[src/rtl/usb_cmd_rx_if.sv]
// usb_cmd_rx_if -- FT232H 245-sync FIFO read side plus the usb_data bus
// arbitration handshake shared with the upload path.
//   usb_data_in : byte from the FT232H (valid while n_OE is low)
//   n_RXF       : low while the FT232H holds unread bytes
//   n_RD, n_OE  : active-low read strobe / output enable
//   bus_req     : request for the shared usb_data bus
//   bus_gnt     : grant from usb_control
// master = command receiver, slave = FT232H / arbiter side.
interface usb_cmd_rx_if;
  logic [7:0] usb_data_in;
  logic       n_RXF;
  logic       n_RD;
  logic       n_OE;
  logic       bus_req;
  logic       bus_gnt;

  modport master (input usb_data_in, n_RXF, bus_gnt, output n_RD, n_OE, bus_req);
  modport slave  (output usb_data_in, n_RXF, bus_gnt, input n_RD, n_OE, bus_req);
endinterface

[src/rtl/usb_cmd_rx.sv]
// usb_cmd_rx -- host-to-device command receiver on the FT232H 245-sync link.
// Reads frames [SYNC][cmd][d3][d2][d1][d0][cs] (cs = xor of cmd..d0), decodes
// them into the receiver control registers. Optional feature macro
// MICRON_CMD_CSUM_EN: when undefined, frames are 6 bytes with no checksum
// and are applied on the d0 byte.
// Ports:
//   usb_clock, m_reset : 60 MHz clock, synchronous active-high reset
//   bus                : usb_cmd_rx_if.master (FT232H read + bus req/gnt)
//   rx_freq, att, rx_rate, rx_on, bs_on, bs_period : control registers
//   cmd_stb            : one-cycle pulse when a frame has been applied
//   err_cnt            : saturating count of bad/timed-out frames
module usb_cmd_rx #(
  parameter logic [7:0]  SYNC_BYTE   = 8'hA5,
  parameter int unsigned TIMEOUT_CYC = 60000,
  parameter logic [31:0] FREQ_DEF    = 32'd7_100_000,
  parameter logic [7:0]  RATE_DEF    = 8'd1
) (
  input  logic         usb_clock,
  input  logic         m_reset,
  usb_cmd_rx_if.master bus,
  output logic [31:0]  rx_freq,
  output logic [7:0]   att,
  output logic [7:0]   rx_rate,
  output logic         rx_on,
  output logic         bs_on,
  output logic [7:0]   bs_period,
  output logic         cmd_stb,
  output logic [7:0]   err_cnt
);
  localparam int TW = $clog2(TIMEOUT_CYC + 1);
  localparam logic [TW-1:0] TMO_LAST = TW'(TIMEOUT_CYC - 1);

  typedef enum logic [2:0] {B_IDLE, B_REQ, B_OE, B_READ, B_REL} bus_st_e;
  typedef enum logic [2:0] {P_HDR, P_CMD, P_D3, P_D2, P_D1, P_D0, P_CS} prs_st_e;

  bus_st_e bus_q, bus_d;
  prs_st_e prs_q, prs_d;
  logic [7:0]    cmd_q, cmd_d, csum_q, csum_d;
  logic [31:0]   dat_q, dat_d;
  logic [TW-1:0] tmo_q, tmo_d;
  logic          n_rd, n_oe, req, take, apply, bad;
  logic [31:0]   word;

  logic [31:0] freq_q;
  logic [7:0]  att_q, rate_q, per_q, err_q;
  logic        on_q, bs_q, stb_q;

  // ---------------- state registers ----------------
  always_ff @(posedge usb_clock) begin
    if (m_reset) begin
      bus_q  <= B_IDLE;
      prs_q  <= P_HDR;
      cmd_q  <= '0;
      csum_q <= '0;
      dat_q  <= '0;
      tmo_q  <= '0;
    end else begin
      bus_q  <= bus_d;
      prs_q  <= prs_d;
      cmd_q  <= cmd_d;
      csum_q <= csum_d;
      dat_q  <= dat_d;
      tmo_q  <= tmo_d;
    end
  end

  // ---------------- bus FSM ----------------
  always_comb begin
    bus_d = bus_q;
    n_rd  = 1'b1;
    n_oe  = 1'b1;
    req   = 1'b0;
    case (bus_q)
      B_IDLE: if (!bus.n_RXF) bus_d = B_REQ;
      B_REQ: begin
        req = 1'b1;
        if (bus.bus_gnt) bus_d = B_OE;
      end
      B_OE: begin
        // one cycle of n_OE before n_RD falls; bail out if grant was lost
        req   = 1'b1;
        n_oe  = 1'b0;
        bus_d = bus.bus_gnt ? B_READ : B_REL;
      end
      B_READ: begin
        req  = 1'b1;
        n_oe = 1'b0;
        n_rd = 1'b0;
        if (bus.n_RXF || !bus.bus_gnt) bus_d = B_REL;
      end
      B_REL:   bus_d = B_IDLE;
      default: bus_d = B_IDLE;
    endcase
  end

  assign bus.n_RD    = n_rd;
  assign bus.n_OE    = n_oe;
  assign bus.bus_req = req;

  // a byte is consumed on every edge with n_RD and n_RXF both low
  assign take = (bus_q == B_READ) && !bus.n_RXF;

  // ---------------- frame parser ----------------
  // Parser state survives bus release, so a frame may span bursts.
  always_comb begin
    prs_d  = prs_q;
    cmd_d  = cmd_q;
    csum_d = csum_q;
    dat_d  = dat_q;
    tmo_d  = tmo_q;
    apply  = 1'b0;
    bad    = 1'b0;
    word   = dat_q;
    if (take) begin
      // a byte on the timeout cycle takes priority over the timeout
      tmo_d = '0;
      case (prs_q)
        P_HDR: if (bus.usb_data_in == SYNC_BYTE) prs_d = P_CMD;
        P_CMD: begin
          cmd_d  = bus.usb_data_in;
          csum_d = bus.usb_data_in;
          prs_d  = P_D3;
        end
        P_D3, P_D2, P_D1: begin
          dat_d  = {dat_q[23:0], bus.usb_data_in};
          csum_d = csum_q ^ bus.usb_data_in;
          prs_d  = (prs_q == P_D3) ? P_D2 : (prs_q == P_D2) ? P_D1 : P_D0;
        end
`ifdef MICRON_CMD_CSUM_EN
        P_D0: begin
          dat_d  = {dat_q[23:0], bus.usb_data_in};
          csum_d = csum_q ^ bus.usb_data_in;
          prs_d  = P_CS;
        end
        P_CS: begin
          if (bus.usb_data_in == csum_q) apply = 1'b1;
          else                           bad   = 1'b1;
          prs_d = P_HDR;
        end
`else
        P_D0: begin
          dat_d = {dat_q[23:0], bus.usb_data_in};
          word  = {dat_q[23:0], bus.usb_data_in};
          apply = 1'b1;
          prs_d = P_HDR;
        end
`endif
        default: prs_d = P_HDR;
      endcase
    end else if (prs_q != P_HDR) begin
      if (tmo_q == TMO_LAST) begin
        bad   = 1'b1;
        prs_d = P_HDR;
        tmo_d = '0;
      end else begin
        tmo_d = tmo_q + 1'b1;
      end
    end
  end

  // ---------------- control registers ----------------
  always_ff @(posedge usb_clock) begin
    if (m_reset) begin
      freq_q <= FREQ_DEF;
      att_q  <= '0;
      rate_q <= RATE_DEF;
      on_q   <= 1'b0;
      bs_q   <= 1'b0;
      per_q  <= '0;
      stb_q  <= 1'b0;
      err_q  <= '0;
    end else begin
      stb_q <= apply;
      if (bad && err_q != 8'hFF) err_q <= err_q + 8'd1;
      if (apply) begin
        case (cmd_q)
          8'h01: freq_q <= word;
          8'h02: att_q  <= word[7:0];
          8'h03: rate_q <= word[7:0];
          8'h04: begin
            on_q <= word[0];
            bs_q <= word[1];
          end
          8'h05: per_q <= word[7:0];
          default: ;
        endcase
      end
    end
  end

  assign rx_freq   = freq_q;
  assign att       = att_q;
  assign rx_rate   = rate_q;
  assign rx_on     = on_q;
  assign bs_on     = bs_q;
  assign bs_period = per_q;
  assign cmd_stb   = stb_q;
  assign err_cnt   = err_q;
endmodule

[src/flat_wrapper.sv]
// flat-port wrapper written by rule: the top's interface ports become plain ports
module usb_cmd_rx_flat 
#(
  parameter logic [7:0]  SYNC_BYTE   = 8'hA5,
  parameter int unsigned TIMEOUT_CYC = 60000,
  parameter logic [31:0] FREQ_DEF    = 32'd7_100_000,
  parameter logic [7:0]  RATE_DEF    = 8'd1
)
  (usb_clock, m_reset, rx_freq, att, rx_rate, rx_on, bs_on, bs_period, cmd_stb, err_cnt, bus_usb_data_in, bus_n_RXF, bus_bus_gnt, bus_n_RD, bus_n_OE, bus_bus_req);
  usb_cmd_rx_if bus_i ();
  input  logic usb_clock;
  input  logic m_reset;
  output logic [31:0] rx_freq;
  output logic [7:0] att;
  output logic [7:0] rx_rate;
  output logic rx_on;
  output logic bs_on;
  output logic [7:0] bs_period;
  output logic cmd_stb;
  output logic [7:0] err_cnt;
  input wire logic [$bits(bus_i.usb_data_in)-1:0] bus_usb_data_in;
  input wire logic [$bits(bus_i.n_RXF)-1:0] bus_n_RXF;
  input wire logic [$bits(bus_i.bus_gnt)-1:0] bus_bus_gnt;
  output wire logic [$bits(bus_i.n_RD)-1:0] bus_n_RD;
  output wire logic [$bits(bus_i.n_OE)-1:0] bus_n_OE;
  output wire logic [$bits(bus_i.bus_req)-1:0] bus_bus_req;
  assign bus_i.usb_data_in = bus_usb_data_in;
  assign bus_i.n_RXF = bus_n_RXF;
  assign bus_i.bus_gnt = bus_bus_gnt;
  assign bus_n_RD = bus_i.n_RD;
  assign bus_n_OE = bus_i.n_OE;
  assign bus_bus_req = bus_i.bus_req;
  usb_cmd_rx #(.SYNC_BYTE(SYNC_BYTE), .TIMEOUT_CYC(TIMEOUT_CYC), .FREQ_DEF(FREQ_DEF), .RATE_DEF(RATE_DEF)) u_core (.usb_clock(usb_clock), .m_reset(m_reset), .bus(bus_i), .rx_freq(rx_freq), .att(att), .rx_rate(rx_rate), .rx_on(rx_on), .bs_on(bs_on), .bs_period(bs_period), .cmd_stb(cmd_stb), .err_cnt(err_cnt));
endmodule
[config.mk]
export PLATFORM = sky130hd
export DESIGN_NAME = usb_cmd_rx_flat
export DESIGN_NICKNAME = d
export VERILOG_FILES = /design/src/rtl/usb_cmd_rx_if.sv /design/src/rtl/usb_cmd_rx.sv /design/src/flat_wrapper.sv
export SDC_FILE = /design/constraint.sdc
export NUM_CORES = 1
export LEC_CHECK = 0
export CORE_MARGIN = 3
export CORE_UTILIZATION = 59
export CTS_BUF_LIST = sky130_fd_sc_hd__clkbuf_4 sky130_fd_sc_hd__clkbuf_8
export CTS_CLUSTER_SIZE = 10
export DETAILED_ROUTE_END_ITERATION = 10
export MAX_ROUTING_LAYER = met4
export PLACE_DENSITY = 0.88
export SLEW_MARGIN = 10
export SYNTH_ARGS = -nofsm -noshare
export SYNTH_HDL_FRONTEND = slang
export SYNTH_SLANG_ARGS = --single-unit
[constraint.sdc]
create_clock -name usb_clock -period 4.6 [get_ports usb_clock]
set_input_delay 0.92 -clock usb_clock [delete_from_list [all_inputs] [get_ports usb_clock]]
set_output_delay 0.92 -clock usb_clock [all_outputs]
set_load 0.02 [all_outputs]
After elaboration in Yosys (flattened, before gate mapping)
Index checks and enable logic that the tools add are counted.
{"block": "word_totals", "inputBits": 12, "elab_cells": 82, "ff_bits": 129}
{"block": "op_classes", "mux": 23, "eq_ne": 20, "reduce_logical": 24, "add_sub_neg": 2}
{"op": "$mux W32", "count": 2}
{"op": "$mux W3", "count": 9}
{"op": "$add A16 B1 Y16 const B", "count": 1}
{"op": "$eq A16 B16 Y1 const B", "count": 1}
{"op": "$eq A8 B2 Y1 const B", "count": 2}
{"op": "$eq A8 B3 Y1 const B", "count": 2}
{"op": "$mux W16", "count": 1}
{"op": "$reduce_and A2 Y1", "count": 7}
{"op": "$eq A3 B2 Y1 const B", "count": 4}
{"op": "$pmux W3 S4", "count": 1}
{"op": "$mux W1", "count": 9}
{"op": "$pmux W3 S3", "count": 1}
{"op": "$add A8 B1 Y8 const B", "count": 1}
{"op": "$eq A8 B1 Y1 const B", "count": 1}
{"op": "$eq A8 B8 Y1 const B", "count": 1}
{"op": "$ne A8 B8 Y1 const B", "count": 1}
{"op": "$eq A3 B1 Y1 const B", "count": 2}
{"op": "$eq A3 B3 Y1 const B", "count": 2}
{"op": "$logic_not A3 Y1", "count": 2}
{"op": "$reduce_and A3 Y1", "count": 2}
{"op": "$reduce_or A3 Y1", "count": 2}
{"op": "$ne A2 B2 Y1 const B", "count": 2}
{"op": "$reduce_bool A2 Y1", "count": 2}
{"op": "$reduce_or A2 Y1", "count": 2}
{"op": "other kinds (7)", "count": 9}

Longest topological paths before layout
Gate-level depths: netlist of the first run.
{"block": "depth", "word_depth": 5, "depth_mapped": 8}

Worst setup path before layout of the first run
OpenSTA, ideal clock, no wires.
{"block": "synth_timing", "path_kind": "input to register", "startpoint": "input bus_n_RXF", "endpoint": "register u_core.rate_q[0] (netlist: u_core.rx_rate[0])", "stages": 8, "arrival_time_ns": 2.608, "n_path_buf": 3, "setup_slack_ns": 1.873, "required_ns": 4.480, "path_cell_list": "nand4bb_1 clkbuf_1 or4_1 buf_4 nor4b_4 buf_6 nor2b_1 a211o_1"}
{"block": "synth_between", "elab_chain_cells": 4}
{"item": "start, declared", "line_no": "flat_wrapper.sv:22", "rtl": "input wire logic [$bits(bus_i.n_RXF)-1:0] bus_n_RXF;"}
{"item": "$logic_not A1 Y1 *"}
{"item": "$logic_and A1 B1 Y1 *", "line_no": "usb_cmd_rx.sv:101", "rtl": "assign take = (bus_q == B_READ) && !bus.n_RXF;"}
{"item": "$mux W1", "line_no": "usb_cmd_rx.sv:114", "rtl": "if (take) begin"}
{"item": "$reduce_and A2 Y1 (no source line)"}
{"item": "end signal, assigned", "line_no": "usb_cmd_rx.sv:179", "rtl": "8'h03: rate_q <= word[7:0];"}
{"item": "end, declared", "line_no": "usb_cmd_rx.sv:45", "rtl": "logic [7:0] att_q, rate_q, per_q, err_q;"}
Every way passes the cells marked *; elsewhere a longest branch is shown, timed or not.
A chain may end at the register's enable or synchronous reset.

Worst setup path in the final report of the first run
Same ends and word-level chain as after synthesis.

==> reports/metrics.csv, run 1 <==
metric;value;unit
PostCTS Resize Cnt;0;
total grt overflow;0;
clock tree buffer depth;2;
Skew-Pair Late Insertion Delay;0.44;ns
initial DRC count;294;
Buffers & Inverters on Critical Path;1;
Synth-to-Final Area Change;23.08;%
DRC viols;0;
max layer used;met4;
CTS Root Cell;clkbuf_8;
final cell count without fillers;740;
Final Cycle Share;77.20;%
Logic pwr share;2.5;%
M1 WL;5059;um
Final ANT Viol Nets;0;
FFs w/ async S/R, synth;0;%
Synth Flop Type;dfxtp_1;
H-tree depth;4;
PnR worst setup slack;1.049;ns
DP Area;5705;sq um
antenna violations before repair;0;
number of CTS-inserted buffers;17;
routed vias/inst;5.681;
slowest CP cell;or4_1;
worst-path fanout max;9;
Worst-path clk slew;0.08;ns
vias in the first global route;4160;
highest clock rate;0.2816;GHz
Max VDD drop;0.0002057;V
core area;7928;sq um
Worst Setup End Kind;flop;
hold_ws;0.4524;ns
final WL;11740;um
Syn Nets;575;
Clock Sinks;121;
routed vias;4204;
first drt pass iteration count;4;
internal power;1.462;mW
Final TNS setup;0;ns
first-pass GRT wire length;19600;um
Syn Std Cell Area;4928;sq um
final setup vio count;0;
WL per Instance;15.87;um
Worst Path Required;4.92;ns
crit-path cells;clkdlybuf4s50_1 > nand4bb_1 > or4_1 > nor4b_4 > nor2b_1 > a211o_1;
Final min period;3.551;ns
synth warn;0;
routed length on met2;5750;um
register bit count reported by yosys;121;
Die ar.;9486;sq um
count of different cell masters after synthesis;48;
Die W;97.40;um
all-layer global routing usage;25.92;%
Psw;491.7;uW
die height;97.40;um
skew final;0.01625;ns
Synth top area share;49.15;%
Ant. Diodes;0;
DP Worst Slack;0.7107;ns
crit path launch type;input port;
Slew Viols, Final;0;
top post-synthesis cells by area;dfxtp_1 49%, nand2_1 8.7%, mux2i_1 6.9%, nor2_1 5.5%, a21oi_1 4.6%;
CP Class;input port to flop;
max incr delay on CP;0.83;ns
Post-synth EDFFs;0;
Avg Inst Size Synth;8.785;sq um
clock share of power;43.7;%
outcome;complete, no violations;
Net count, final;639;
GP Congestion;0.9011;
HP Class;flop to flop;
# IOs;82;
post-route design area;6066;sq um
post-synthesis sequential area ratio;49.15;%
Placed Cells incl. Taps;708;
share of cells above drive strength 1;8.150;%
Post CTS Setup Buffer Count;0;
critical path's top delay family;simple AND/OR/NAND/NOR gates;
Leak;2.050;nW
CTS tree;done;
Met3 Wirelength;713;um
switch share;25.17;%
Least-Margin Pin Slew;1.074;ns
RSZ-0062 raised after global routing;false;
Worst slew margin;28.43;%
CTS Hold Buffers Added;0;
# rows;32;
Flop pwr share;53.8;%
CP Data Arrival Time;3.87;ns
Fin. Hold Viols;0;
largest net degree at the start of global routing;114;
post-DP HPWL;7616;um
Buffers on Ports;81;
Gate Count Post-Synth;561;
PwrDens;322.0;nW/um^2
initial core utilization;62.17;%
Max-Cap Viols;0;
cell taking the most area after synthesis;dfxtp_1;
cell families (layout without fill, tap and decap cells):
group	after synthesis	after routing	synth area share, %
compound gates	72	72	8.987
mux	39	39	8.048
flops	121	121	49.15
fa+ha+maj	2	2	0.5077
xor+xnor	17	17	3.021
simple gates	266	266	26.07
buf+inv	44	121	4.214
sequential cells by signal, indices dropped and copies added (netlist names):
signal	count
u_core.rx_on	1
u_core.att	8
u_core.bs_period	8
u_core.dat_q	24
u_core.bus_q	3
u_core.bs_on	1
u_core.err_cnt	8
u_core.rx_rate	8
u_core.prs_q	3
u_core.tmo_q	16
u_core.cmd_stb	1
u_core.cmd_q	8
u_core.rx_freq	32
layout make-up:
type	instances	area, sq um
flip-flops and latches	121	2422
inverters	3	11.26
fillers	527	1862
repair buffers	86	845.8
multi-input cells	396	2298
clock inverters	14	112.6
clock buffers	18	247.7
well taps	102	127.6
per-stage QoR:
step                      power, mW  utilization (%)
after floorplan               1.100                -
after global placement        1.122            71.97
after detailed placement      1.124            71.97
after CTS                     1.965            76.52
after global routing          2.016            76.52
final                         1.953            76.52
routing by layer:
layer | global-route usage (%) | up-vias
met3 | 7.897 | 25
met4 | 9.265 | 0
met5 | - | -
li1 | - | 2029
met1 | 31.51 | 2013
met2 | 40.91 | 137
final timing paths:
| path | startpoint | to | slack (ns) | depth (start not counted) |
|---|---|---|---|---|
| worst max-delay path | bus_n_RXF | u_core.rx_rate[0] | 1.05 | 6 |
| worst min-delay path | u_core.rx_freq[29] | u_core.rx_freq[29] | 0.45 | 2 |
| worst max register to register | u_core.bus_q[1] | u_core.rx_rate[0] | 1.70 | 5 |
| worst min register to register | u_core.rx_freq[29] | u_core.rx_freq[29] | 0.45 | 2 |
power groups by stage:
| stage | Combinational, mW | Clock [mW] | Sequential (mW) |
|---|---|---|---|
| global placement | 0.0480 | 0 | 1.07 |
| detailed placement | 0.0494 | 0 | 1.07 |
| global route | 0.0536 | 0.913 | 1.05 |
| finish | 0.0498 | 0.854 | 1.05 |
| CTS | 0.0495 | 0.865 | 1.05 |
| floorplan | 0.0258 | 0 | 1.07 |
Yosys cell counts, types with 2 or more instances:
| master | count |
|---|---|
| dfxtp_1 | 121 |
| nand2_1 | 114 |
| nor2_1 | 72 |
| a21oi_1 | 45 |
| mux2i_1 | 34 |
| clkbuf_1 | 31 |
| a211oi_1 | 12 |
| nand4_1 | 12 |
| nor3_1 | 10 |
| xor2_1 | 10 |
| nand3b_1 | 9 |
| nor2b_1 | 8 |
| nand3_1 | 7 |
| xnor2_1 | 7 |
| and3_1 | 5 |
| mux2_2 | 5 |
| and4_1 | 4 |
| buf_6 | 4 |
| nand2b_1 | 4 |
| nor4bb_1 | 4 |
| a31oi_1 | 3 |
| and2_1 | 3 |
| buf_4 | 3 |
| inv_1 | 3 |
| a211o_1 | 2 |
| a211oi_2 | 2 |
| buf_1 | 2 |
| ha_1 | 2 |
| o31a_1 | 2 |
| or2_2 | 2 |
| or4_1 | 2 |
cells in the final DEF (no fill, tap or decap), types with 5 or more instances in the layout:
master           Yosys  final
mux2_2               5      5
clkdlybuf4s50_1      0     80
xnor2_1              7      7
xor2_1              10     10
nor3_1              10     10
clkbuf_8             0     18
nor2_1              72     72
inv_6                0      5
a211oi_1            12     12
and3_1               5      5
buf_4                3      6
nand3_1              7      7
dfxtp_1            121    121
nand3b_1             9      9
a21oi_1             45     45
nand4_1             12     12
mux2i_1             34     34
nand2_1            114    114
nor2b_1              8      8
worst register-to-register path, stage by stage, from the launching register on:
cell and delay (ns):
dfxtp_1 0.43, nand4bb_1 0.40, or4_1 0.83, nor4b_4 0.66, nor2b_1 0.15, a211o_1 0.31
No activity file was read; power rests on OpenSTA's default activity.
==> run 2: changes to the inputs <==
--- a/config.mk
+++ b/config.mk
@@ -6,12 +6,12 @@
 export NUM_CORES = 1
 export LEC_CHECK = 0
 export CORE_MARGIN = 3
-export CORE_UTILIZATION = 59
+export CORE_UTILIZATION = 55
 export CTS_BUF_LIST = sky130_fd_sc_hd__clkbuf_4 sky130_fd_sc_hd__clkbuf_8
 export CTS_CLUSTER_SIZE = 10
 export DETAILED_ROUTE_END_ITERATION = 10
 export MAX_ROUTING_LAYER = met4
-export PLACE_DENSITY = 0.88
+export PLACE_DENSITY = 0.83
 export SLEW_MARGIN = 10
 export SYNTH_ARGS = -nofsm -noshare
 export SYNTH_HDL_FRONTEND = slang
==> constraint.sdc (replaced) <==
create_clock -name usb_clock -period 3.6 [get_ports usb_clock]
set_input_delay 0.72 -clock usb_clock [delete_from_list [all_inputs] [get_ports usb_clock]]
set_output_delay 0.72 -clock usb_clock [all_outputs]
set_load 0.02 [all_outputs]
==> run 2 against run 1 <==
  * Routed wire length fell by 3.5%
  * Clock power grew 42%
  * Via count fell by 1.7%
  * Critical endpoint is now u_core.att[7]
  * Highest routed layer unchanged
==> reports/metrics.csv, run 2 (synthesis gave the netlist of run 1 again) <==
metric;value;unit;change
most frequent cells in the layout;121 x dfxtp_1, 114 x nand2_1, 80 x clkdlybuf4s50_1;;
Max VDD drop;0.0003471;V;+69%
Final min period;2.816;ns;
clock tree buffer depth;2;;unchanged
CP Data Arrival Time;3.11;ns;-0.76 ns
# rows;33;;+3.1%
share of cells above drive strength 1;9.006;%;+0.86 points
# IOs;82;;unchanged
RSZ-0062 raised after global routing;false;;
WL per Instance;15.13;um;-4.7%
Worst R2R Setup Slack;1.05;ns;-0.65 ns
largest net degree at the start of global routing;59;;-48%
final WL;11330;um;-3.5%
Worst Setup End Kind;flop;;
Fill cells;598;;+13%
CTS Root Cell;clkbuf_8;;
initial core utilization;58.23;%;-3.9 points
Layout Utilization;72.82;%;-3.7 points
slowest CP cell;or4_1;;
Final TNS setup;0;ns;unchanged
highest clock rate;0.3551;GHz;
Worst-path clk slew;0.07;ns;about the same
Worst slew margin;44.64;%;+16 points
max layer used;met4;;
skew final;0.01312;ns;-0.003121 ns
worst-path fanout max;8;;-1
Skew-Pair Late Insertion Delay;0.43;ns;about the same
DRC viols;0;;unchanged
CTS Hold Buffers Added;0;;unchanged
commonest non-fill, non-tap cell in the layout;dfxtp_1;;
Leak;2.106;nW;+2.8%
Final Cycle Share;78.22;%;
H-tree depth;4;;unchanged
outcome;complete, no violations;;
total grt overflow;0;;unchanged
Final ANT Viol Nets;0;;unchanged
HP Class;flop to flop;;
Final Power;2.620;mW;+34%
Max-Cap Viols;0;;unchanged
final setup vio count;0;;unchanged
PwrDens;425.1;nW/um^2;+32%
Buffers & Inverters on Critical Path;2;;+1
die height;100.7;um;+3.4%
vias in the first global route;3980;;-4.3%
first-pass GRT wire length;19130;um;-2.4%
crit-path cells;clkdlybuf4s50_1 > nand4bb_1 > or4_1 > nor4b_2 > buf_4 > mux2i_1 > nor2_1;;
Die W;100.7;um;+3.4%
CTS tree;done;;
routed vias;4134;;-1.7%
number of CTS-inserted buffers;17;;unchanged
all-layer global routing usage;24.43;%;-1.5 points
max incr delay on CP;0.73;ns;-0.10 ns
Met3 Wirelength;730;um;+2.4%
critical path's top delay family;simple AND/OR/NAND/NOR gates;;
Ant. Diodes;0;;unchanged
PostCTS Resize Cnt;0;;unchanged
first drt pass iteration count;4;;unchanged
post-DP HPWL;7465;um;-2.0%
antenna violations before repair;0;;unchanged
crit path launch type;input port;;
Slew Viols, Final;0;;unchanged
GP Congestion;0.8524;;-5.4%
initial DRC count;198;;-33%
Buffers on Ports;81;;unchanged
routed length on met2;5220;um;-9.2%
Worst Path Required;3.89;ns;-1.03 ns
M1 WL;5199;um;+2.8%
CP Class;input port to flop;;
Clock Sinks;121;;unchanged
Net count, final;646;;+1.1%
Fin. Hold Viols;0;;unchanged
Least-Margin Pin Slew;0.8284;ns;-0.2452 ns
max reg flops;32;;unchanged
Post CTS Setup Buffer Count;0;;unchanged
Die ar.;10130;sq um;+6.8%
routed vias/inst;5.519;;-2.8%
Synth-to-Final Area Change;25.06;%;
core area;8464;sq um;+6.8%
run 2: final cells by class:
cell class | instances | area, sq um | area share [%]
sequential | 121 | 2422 | 39.30
multi-input combinational | 396 | 2298 | 37.29
timing repair buffer | 93 | 898.4 | 14.58
clock buffer | 19 | 261.5 | 4.243
clock inverter | 12 | 140.1 | 2.274
tap | 105 | 131.4 | 2.132
inverter | 3 | 11.26 | 0.1827
run 2: final timing paths:
check	startpoint	endpoint	cells after the start
max	bus_n_RXF	u_core.att[7]	7
max reg2reg	u_core.cmd_q[3]	u_core.att[7]	6
min	u_core.rx_freq[25]	u_core.rx_freq[25]	2
min reg2reg	u_core.rx_freq[25]	u_core.rx_freq[25]	2
run 2: per-layer routing:
layer	vias up	track usage [%]
met2	111	36.66
met1	1947	31.23
met5	-	-
li1	2053	-
met3	23	7.682
met4	0	8.394
run 2: worst reg2reg max path: stages, from the launching register on:
cell	delay, ns
dfxtp_1	0.31
or4_1	0.55
or4_1	0.68
nor4b_2	0.32
buf_4	0.25
mux2i_1	0.23
nor2_1	0.07
run 2: stage by stage:
| step | hold slack, ns | cells | setup slack (ns) | cell area (sq um) |
|---|---|---|---|---|
| finish | 0.4488 | 749 | 0.7842 | 6163 |
| global route | 0.4719 | 749 | 0.6607 | 6163 |
| CTS | 0.4533 | 749 | 0.8198 | 6163 |
| detailed placement | 0.4436 | 718 | 0.4016 | 5762 |
| global placement | 0.4421 | 718 | 0.4580 | 5762 |
| floorplan | 0.4366 | 561 | 1.073 | 4928 |
run 2: where the power goes:
part	total (mW)	switching [mW]	internal [mW]
Sequential	1.34	0.00253	1.34
Clock	1.21	0.558	0.655
Combinational	0.0648	0.0422	0.0226
==> run 3: changes to the inputs <==
--- a/config.mk
+++ b/config.mk
@@ -6,12 +6,12 @@
 export NUM_CORES = 1
 export LEC_CHECK = 0
 export CORE_MARGIN = 3
-export CORE_UTILIZATION = 55
+export CORE_UTILIZATION = 49
 export CTS_BUF_LIST = sky130_fd_sc_hd__clkbuf_4 sky130_fd_sc_hd__clkbuf_8
 export CTS_CLUSTER_SIZE = 10
 export DETAILED_ROUTE_END_ITERATION = 10
 export MAX_ROUTING_LAYER = met4
-export PLACE_DENSITY = 0.83
+export PLACE_DENSITY = 0.78
 export SLEW_MARGIN = 10
 export SYNTH_ARGS = -nofsm -noshare
 export SYNTH_HDL_FRONTEND = slang
==> constraint.sdc (replaced) <==
create_clock -name usb_clock -period 2.5 [get_ports usb_clock]
set_input_delay 0.5 -clock usb_clock [delete_from_list [all_inputs] [get_ports usb_clock]]
set_output_delay 0.5 -clock usb_clock [all_outputs]
set_load 0.02 [all_outputs]
==> run 3 against run 2 <==
  * Core utilization fell by 4.8 points
  * First-iteration DRC count rose by 40%
  * Cell count rose by 6.5%
  * Flip-flop and latch count did not move
  * Cell area rose by 4.9%
==> reports/metrics.csv, run 3 (synthesis gave the netlist of run 1 again) <==
metric;value;unit;change
outcome;complete, no violations;;
Max-Cap Viols;0;;unchanged
number of CTS-inserted buffers;17;;unchanged
clock tree buffer depth;2;;unchanged
final setup vio count;0;;unchanged
Die W;106.3;um;+5.6%
Die ar.;11300;sq um;+11%
PwrDens;588.6;nW/um^2;+38%
Worst R2R End;u_core.rx_freq[15];;
CP Data Arrival Time;2.83;ns;-0.28 ns
# IOs;82;;unchanged
# rows;35;;+6.1%
first drt pass iteration count;4;;unchanged
HP Start;u_core.rx_freq[30];;
post-DP HPWL;8120;um;+8.8%
most frequent cells in the layout;121 x dfxtp_1, 114 x nand2_1, 80 x clkdlybuf4s50_1;;
Skew-Pair Late Insertion Delay;0.43;ns;about the same
skew final;0.01057;ns;-0.002559 ns
core area;9503;sq um;+12%
Layout Utilization;68.06;%;-4.8 points
Leak;2.255;nW;+7.1%
Synth-to-Final Area Change;31.23;%;
antenna violations before repair;0;;unchanged
all-layer global routing usage;21.80;%;-2.6 points
DP Worst Slack;-0.3318;ns;-0.7333 ns
Clock Sinks;121;;unchanged
Net count, final;670;;+3.7%
Final min period;2.464;ns;
Slew Viols, Final;0;;unchanged
initial core utilization;51.86;%;-6.4 points
DRC viols;0;;unchanged
worst-path fanout max;9;;+1
CTS Root Cell;clkbuf_8;;
r2r startpoint;u_core.cmd_q[3];;
Final ANT Viol Nets;0;;unchanged
total grt overflow;0;;unchanged
Final Cycle Share;98.57;%;
highest clock rate;0.4058;GHz;
die height;106.3;um;+5.6%
hold_ws;0.4533;ns;+0.004585 ns
GP Congestion;0.8335;;-2.2%
worst hold stages;2;;unchanged
Multi-input gate area;2311;sq um;+0.54%
Worst-path clk slew;0.08;ns;about the same
reg2reg path depth;8;;+2
H-tree depth;4;;unchanged
Max VDD drop;0.0002926;V;-16%
Worst R2R Setup Slack;0.10;ns;-0.95 ns
hold path endpoint;u_core.rx_freq[30];;
Worst Setup End Kind;flop;;
final WL;12000;um;+5.9%
largest net degree at the start of global routing;60;;+1.7%
Worst Path Required;2.87;ns;-1.02 ns
Buffers on Ports;81;;unchanged
vias in the first global route;4093;;+2.8%
Ant. Diodes;0;;unchanged
Fill cells;755;;+26%
commonest non-fill, non-tap cell in the layout;dfxtp_1;;
initial DRC count;277;;+40%
PnR worst setup slack;0.03574;ns;-0.7485 ns
crit path launch type;input port;;
register area;2422;sq um;unchanged
HP Class;flop to flop;;
routed vias;4269;;+3.3%
WL per Instance;15.03;um;-0.64%
routed vias/inst;5.350;;-3.1%
first-pass GRT wire length;19440;um;+1.7%
CP Class;input port to flop;;
max reg flops;32;;unchanged
Fin. Hold Viols;0;;unchanged
Least-Margin Pin Slew;0.5962;ns;-0.2321 ns
RSZ-0062 raised after global routing;false;;
Worst slew margin;59.94;%;+15 points
share of cells above drive strength 1;12.86;%;+3.8 points
CTS tree;done;;
run 3: cell types whose count changed in the layout (fill, tap and decap cells not counted), moves of 2 or more:
cell / previous run / this run
buf_4: 13 / 30
buf_12: 0 / 4
clkinv_2: 1 / 3
or4_1: 2 / 0
or4_4: 0 / 2
run 3: cell type report:
cell class	instances	share of cell area [%]
Clock buffer	19	4.043
Tap cell	129	2.496
Multi-Input combinational cell	396	35.73
Timing Repair Buffer	117	17.90
Clock inverter	13	2.205
Sequential cell	121	37.45
Inverter	3	0.1741
run 3: power by group:
group	total (mW)	leakage [nW]	internal, mW	switching [mW]
Sequential	1.93	0.975	1.93	0.00216
Combinational	0.112	1.08	0.0455	0.0667
Clock	1.76	0.203	0.946	0.818
Total	3.81	2.26	2.92	0.887
run 3: critical path, cell delays in order:
cell and delay, ns:
clkdlybuf4s50_1 0.45, nand4bb_1 0.28, or4_4 0.57, buf_8 0.15
nor4_4 0.32, buf_4 0.21, clkbuf_16 0.16, nand2_1 0.05
a21oi_1 0.13
run 3: worst max-delay path by stage:
stage | start | to | slack [ns] | cells after the start
floorplan | bus_n_RXF | u_core.rx_rate[0] | 0.19 | 8
global placement | bus_n_RXF | u_core.rx_rate[0] | -0.26 | 8
detailed placement | bus_n_RXF | u_core.rx_rate[0] | -0.33 | 8
CTS | u_core.cmd_q[3] | u_core.rx_rate[0] | 0.04 | 7
global route | bus_n_RXF | u_core.rx_freq[29] | 0.003 | 9
finish | bus_n_RXF | u_core.rx_freq[15] | 0.04 | 9
run 3: through the flow:
step	TNS (ns)	cells	area (sq um)	total power, mW
floorplan	0	561	4928	2.023
global placement	-8.293	762	5992	2.083
detailed placement	-11.85	762	5992	2.087
CTS	0	794	6396	3.822
global route	0	798	6467	3.936
finish	0	798	6467	3.807
run 3: timing repair:
item                       CTS  global route
buffers inserted             0             2
gates resized for setup      0             5
setup endpoints to repair    0            12
hold buffers                 0             0
run 3: per-layer routing:
layer	vias to the layer above	part of all wire (%)	track usage, %
met5	-	0	-
met4	0	1.2	7.123
met2	128	47	33.26
met3	15	6.3	6.315
li1	2095	-	-
met1	2031	46	27.93
